[config.mk]
export PLATFORM = sky130hd
export DESIGN_NAME = ctrl_pipe_reg
export DESIGN_NICKNAME = d
export VERILOG_FILES = /design/src/rtl/ctrl_pipe_pkg.sv /design/src/rtl/ctrl_pipe_reg_nmux.sv /design/src/rtl/ctrl_pipe_reg.sv
export SDC_FILE = /design/constraint.sdc
export NUM_CORES = 1
export LEC_CHECK = 0
export CAP_MARGIN = 15
export CORE_MARGIN = 4
export CORE_UTILIZATION = 44
export CTS_CLUSTER_SIZE = 12
export DETAILED_ROUTE_END_ITERATION = 12
export PLACE_DENSITY = 0.95
export SLEW_MARGIN = 5
export SYNTH_ARGS = -nofsm -noshare
export SYNTH_HDL_FRONTEND = slang
export SYNTH_SLANG_ARGS = --single-unit
export TNS_END_PERCENT = 10
[constraint.sdc]
create_clock -name clk -period 3.5 [get_ports clk]
set_clock_uncertainty 0.15 [all_clocks]
set_input_delay 0.35 -clock clk [delete_from_list [all_inputs] [get_ports clk]]
set_output_delay 0.35 -clock clk [all_outputs]
set_load 0.05 [all_outputs]
[src/rtl/ctrl_pipe_pkg.sv]
// Shared constants and helpers for the control pipeline register.
// Feature macro: CTRL_PIPE_SKID_EN (adds a skid entry).
package ctrl_pipe_pkg;

  localparam int CP_WIDTH   = 32;
  localparam int CP_NUM_SRC = 3;
  localparam int SQ_W       = 16;

  typedef logic [SQ_W-1:0] sq_cnt_t;

  // Saturating add so the squash count sticks at all-ones.
  function automatic sq_cnt_t sq_sat_add(
    input sq_cnt_t    a,
    input logic [1:0] b
  );
    logic [SQ_W:0] s;
    s = {1'b0, a} + {{(SQ_W-1){1'b0}}, b};
    return s[SQ_W] ? '1 : s[SQ_W-1:0];
  endfunction

endpackage

[src/rtl/ctrl_pipe_reg_nmux.sv]
// N-input payload selector; out-of-range selects fall back to input 0.
// Used by ctrl_pipe_reg (feature macro CTRL_PIPE_SKID_EN lives there).
module nmux #(
  parameter  int W  = 8,
  parameter  int N  = 2,
  localparam int SW = (N > 1) ? $clog2(N) : 1
) (
  input  logic [N*W-1:0] i_data,
  input  logic [SW-1:0]  i_sel,
  output logic [W-1:0]   o_data
);

  always_comb begin
    o_data = i_data[W-1:0];
    for (int k = 1; k < N; k++) begin
      if (i_sel == SW'(k)) begin
        o_data = i_data[k*W +: W];
      end
    end
  end

endmodule

[src/rtl/ctrl_pipe_reg.sv]
// Valid/ready pipeline register with source mux, flush and squash count.
// Define CTRL_PIPE_SKID_EN for a registered-ready skid entry.
module ctrl_pipe_reg
  import ctrl_pipe_pkg::*;
#(
  parameter  int WIDTH   = CP_WIDTH,
  parameter  int NUM_SRC = CP_NUM_SRC,
  localparam int SW      = $clog2(NUM_SRC)
) (
  input  logic                     clk,
  input  logic                     rst_n,
  input  logic [NUM_SRC*WIDTH-1:0] in_data,
  input  logic [SW-1:0]            in_sel,
  input  logic                     in_valid,
  output logic                     in_ready,
  input  logic                     flush,
  output logic                     out_valid,
  input  logic                     out_ready,
  output logic [WIDTH-1:0]         out_data,
  output logic [SQ_W-1:0]          squash_cnt
);

  logic [WIDTH-1:0] w_sel_data;
  logic             w_in_xfer;
  logic             w_out_stall;
  logic [1:0]       w_drop;

  logic             r_out_valid;
  logic [WIDTH-1:0] r_out_data;
  sq_cnt_t          r_squash_cnt;

  nmux #(
    .W (WIDTH),
    .N (NUM_SRC)
  ) u_nmux (
    .i_data (in_data),
    .i_sel  (in_sel),
    .o_data (w_sel_data)
  );

  assign w_in_xfer   = in_valid && in_ready;
  assign w_out_stall = r_out_valid && !out_ready;

`ifdef CTRL_PIPE_SKID_EN
  logic             r_skid_valid;
  logic [WIDTH-1:0] r_skid_data;

  assign in_ready = !flush && !r_skid_valid;
  assign w_drop   = {1'b0, w_out_stall} + {1'b0, r_skid_valid};

  // Skid drains into out before any new input, keeping order.
  always_ff @(posedge clk or negedge rst_n) begin
    if (!rst_n) begin
      r_out_valid  <= 1'b0;
      r_out_data   <= '0;
      r_skid_valid <= 1'b0;
      r_skid_data  <= '0;
    end else if (flush) begin
      r_out_valid  <= 1'b0;
      r_out_data   <= '0;
      r_skid_valid <= 1'b0;
      r_skid_data  <= '0;
    end else if (!w_out_stall) begin
      if (r_skid_valid) begin
        r_out_valid  <= 1'b1;
        r_out_data   <= r_skid_data;
        r_skid_valid <= 1'b0;
        r_skid_data  <= '0;
      end else if (w_in_xfer) begin
        r_out_valid <= 1'b1;
        r_out_data  <= w_sel_data;
      end else begin
        r_out_valid <= 1'b0;
        r_out_data  <= '0;
      end
    end else if (w_in_xfer) begin
      r_skid_valid <= 1'b1;
      r_skid_data  <= w_sel_data;
    end
  end
`else
  assign in_ready = !flush && (!r_out_valid || out_ready);
  assign w_drop   = {1'b0, w_out_stall};

  always_ff @(posedge clk or negedge rst_n) begin
    if (!rst_n) begin
      r_out_valid <= 1'b0;
      r_out_data  <= '0;
    end else if (flush) begin
      r_out_valid <= 1'b0;
      r_out_data  <= '0;
    end else if (w_in_xfer) begin
      r_out_valid <= 1'b1;
      r_out_data  <= w_sel_data;
    end else if (r_out_valid && out_ready) begin
      r_out_valid <= 1'b0;
      r_out_data  <= '0;
    end
  end
`endif

  // An entry leaving on the flush edge is delivered, not squashed.
  always_ff @(posedge clk or negedge rst_n) begin
    if (!rst_n) begin
      r_squash_cnt <= '0;
    end else if (flush) begin
      r_squash_cnt <= sq_sat_add(r_squash_cnt, w_drop);
    end
  end

  assign out_valid  = r_out_valid;
  assign out_data   = r_out_data;
  assign squash_cnt = r_squash_cnt;

endmodule
==> impl_results.md <==
* Tightest Hold Check Type: register to register
* Startpoint of the most critical register-to-register path: out_valid
* Max rail drop VDD at 0.249 mV
* Clk root buf: sky130_fd_sc_hd__clkbuf_8
* Maximum number of pins on one net before global-route repair at 65
* Synthesized cell area at 0.00305 mm^2
* TritonCTS clock tree: done
* Peak clock frequency supported by timing at 0.400 GHz
* Area of the core at 0.00676 mm^2
* # H-tree levels at 2
* Number of unique standard cell types used by synthesis at 36
* Pin slew with the least headroom to its limit at 1.11 ns
* Startpoint kind of the worst setup timing path: input port
* Synth top area cells: sky130_fd_sc_hd__dfrtp_1, sky130_fd_sc_hd__mux2i_1, sky130_fd_sc_hd__a22o_1
* Io pins at 153
* Residual antenna-violating net count after detailed routing at 0
* Worst Hold Depth at 1
* DR vias at 2957
* Filler cell count in the final layout at 525
* Power per Cell Area at 364 mW/mm^2
* Total detailed-routing wirelength at 9000 um
* WL/cell at 17.1 um
* DR iter-0 viols at 89
* Asr flop ratio synth at 1.00
* Area enclosed by the die boundary at 0.00832 mm^2
* Fraction of the yosys area taken by sequential cells at 0.403
* 1st-pass router iterations at 4
* Part of the power in registers at 0.393
* Layout overhead on the synthesized area at 54.6%
* Clock buffers created by TritonCTS at 5
* Data required time of the critical path at 3.00 ns
* Launch instance of the worst min-delay path: out_data[6]
* Run status: finished, final reports clean
* YS warnings at 0
* Final hold vios at 0
* Relative slew slack at 0.262
* Clock Path Buffers at 2
* Detailed-placement wirelength estimate at 6720 um
* Via count of the first global-routing pass at 2985
* Most frequent cells after synthesis: sky130_fd_sc_hd__dfrtp_1, sky130_fd_sc_hd__a21oi_1, sky130_fd_sc_hd__mux2i_1, sky130_fd_sc_hd__nor2b_1
* Horizontal die dimension at 91.2 um
* Wire length of the first global-routing pass at 14700 um
* Syn_nets at 411
* Sink of the worst hold path: out_data[6]
* Share of layout cells above drive strength 1 at 0.0583
* Switching component of the power at 0.593 mW
* Clock Power Share at 0.244
* Routability congestion estimate at 0.837
* Worst setup path class: input port to output pin
* Latest clock arrival within the worst-skew pair at 0.30 ns
* Switching share of power at 0.345
* Leakage power of the design at 1.99 nW
* Number of enable flip-flop cells after synthesis at 0
* CP Data Arrival Time at 2.00 ns
* Slew Limit Fails at 0
* Depth of the worst register-to-register path at 6
* Number of sinks handled by clock tree synthesis at 49
* Clock transition at the register clock pins on the worst setup and hold paths after CTS at 0.08 ns
* Kind of end point of the critical path: output pin
* Placed Area at 0.00454 mm^2
* Unrepaired setup endpoints after global routing: no
* Starting density of the core at 0.451
* Finished layout cell area at 0.00471 mm^2
* Net count reported at finish at 550
* Max-capacitance violation count at 0
* Cells after synthesis at 306
* Post-route setup TNS at 0 ns
* Final period utilization at 0.715
* Area share of the leading cell type in the synthesized netlist at 0.403
* Number of standard-cell rows in the floorplan at 30
* Avg Vias per Cell at 5.62
* Cell taking the most area after synthesis: sky130_fd_sc_hd__dfrtp_1
* P_int at 1.12 mW
* Number of antenna violations at the first check in global routing at 0
* Slack of the worst reg-to-reg path at 1.50 ns
* DRC Markers at 0
* All-layer global routing usage at 0.214
* Count of antenna diodes in the layout at 0
* Worst reg2reg path endpoint: squash_cnt[14]
* Comb power frac at 0.363
* Flops & latches, synth at 49
* Total global routing overflow at 0
* Total setup violations reported at the end of the flow at 0
* Chip Height at 91.2 um
* Crit path max fanout at 9
* Fin crit period at 2.50 ns
* Mean post-synth cell area at 9.95 um^2
* Number of port buffers at 152
* Post-synth top flop: sky130_fd_sc_hd__dfrtp_1
* Most repeated cell in the gate-level netlist after synthesis: sky130_fd_sc_hd__dfrtp_1
==> kinds of logic (layout without fill, tap and decap cells) <==
logic type,after synthesis,after routing,synth area share
flip-flops,49,49,0.403
AND/OR/NAND/NOR,84,84,0.170
XOR/XNOR,7,7,0.0201
multiplexers,34,34,0.112
buffers and inverters,26,166,0.0477
AO/OA/AOI/OAI,104,104,0.239
adder cells (fa/ha/maj),2,2,0.00822
==> power groups by stage <==
stage                     clock network (mW)  logic (mW)  registers [mW]
final                                  0.418       0.623           0.675
after global routing                   0.452       0.661           0.683
after CTS                              0.434       0.622           0.674
after detailed placement                   0       0.621           0.684
after global placement                     0       0.603           0.681
after floorplan                            0       0.176           0.849
==> metrics by stage <==
| stage | instances | hold WS (ns) | power, mW | worst slack (ns) | util |
|---|---|---|---|---|---|
| final | 526 | 0.358 | 1.72 | 0.999 | 0.697 |
| after global routing | 526 | 0.373 | 1.80 | 0.901 | 0.697 |
| after CTS | 523 | 0.140 | 1.73 | 0.991 | 0.690 |
| after detailed placement | 515 | 0.340 | 1.30 | 0.807 | 0.672 |
| after global placement | 515 | 0.338 | 1.28 | 0.981 | 0.672 |
| after floorplan | 306 | -0.0956 | 1.03 | 1.13 | - |
==> state kept, by name, summed over array words and instances, names as in the netlist <==
signal / count
out_valid: 1
out_data: 32
squash_cnt: 16
==> layout by cell type (no fill, tap or decap), drive strengths merged <==
cell type / n
inv: 1
o21ai: 2
a22o: 32
clkbuf: 6
mux2i: 33
nand3: 4
a21oi: 36
xor2: 1
ha: 2
clkinvlp: 1
a21o: 1
dfrtp: 49
nor2: 12
nor4: 5
bufinv: 1
and3: 3
nor3: 3
clkdlybuf4s50: 149
nand4: 8
and2: 1
a211oi: 32
o32a: 1
dlygate4sd3: 1
mux2: 1
xnor2: 6
nand2: 13
nor2b: 34
buf: 7
nand2b: 1
==> routing by layer <==
| layer | GRT usage | part of all wire |
|---|---|---|
| met5 | 0 | 0 |
| met4 | 0.0678 | 0.021 |
| met3 | 0.0563 | 0.071 |
| met2 | 0.367 | 0.50 |
| met1 | 0.261 | 0.41 |
==> layout make-up <==
type	count	area, um^2	area share
Tap cell	80	100	0.0213
Multi-Input combinational cell	231	1680	0.356
Clock buffer	6	82.6	0.0175
Inverter	1	3.75	0.000797
Sequential cell	49	1230	0.260
Clock inverter	2	37.5	0.00797
Timing Repair Buffer	157	1580	0.336
==> critical path, cell delays in order <==
cell and delay (ns):
sky130_fd_sc_hd__clkdlybuf4s50_1 0.59, sky130_fd_sc_hd__nor2_1 0.23, sky130_fd_sc_hd__clkdlybuf4s50_1 0.83
==> worst max-delay path by stage <==
stage               startpoint      endpoint  slack, ns  cells after the start
floorplan            out_valid  out_data[18]       1.13                      6
global placement         flush   out_data[6]       0.98                      4
detailed placement       flush   out_data[6]       0.81                      4
CTS                      flush      in_ready       0.99                      3
global route             flush      in_ready       0.90                      3
finish                   flush      in_ready        1.0                      3
==> what timing repair did <==
item                       in CTS  in global routing
setup endpoints to repair       0                  0
buffers inserted                0                  0
resized for setup               0                  0
hold buffers                    0                  1
hold endpoints to repair        0                 20
Power figures use the tool's default switching activity.
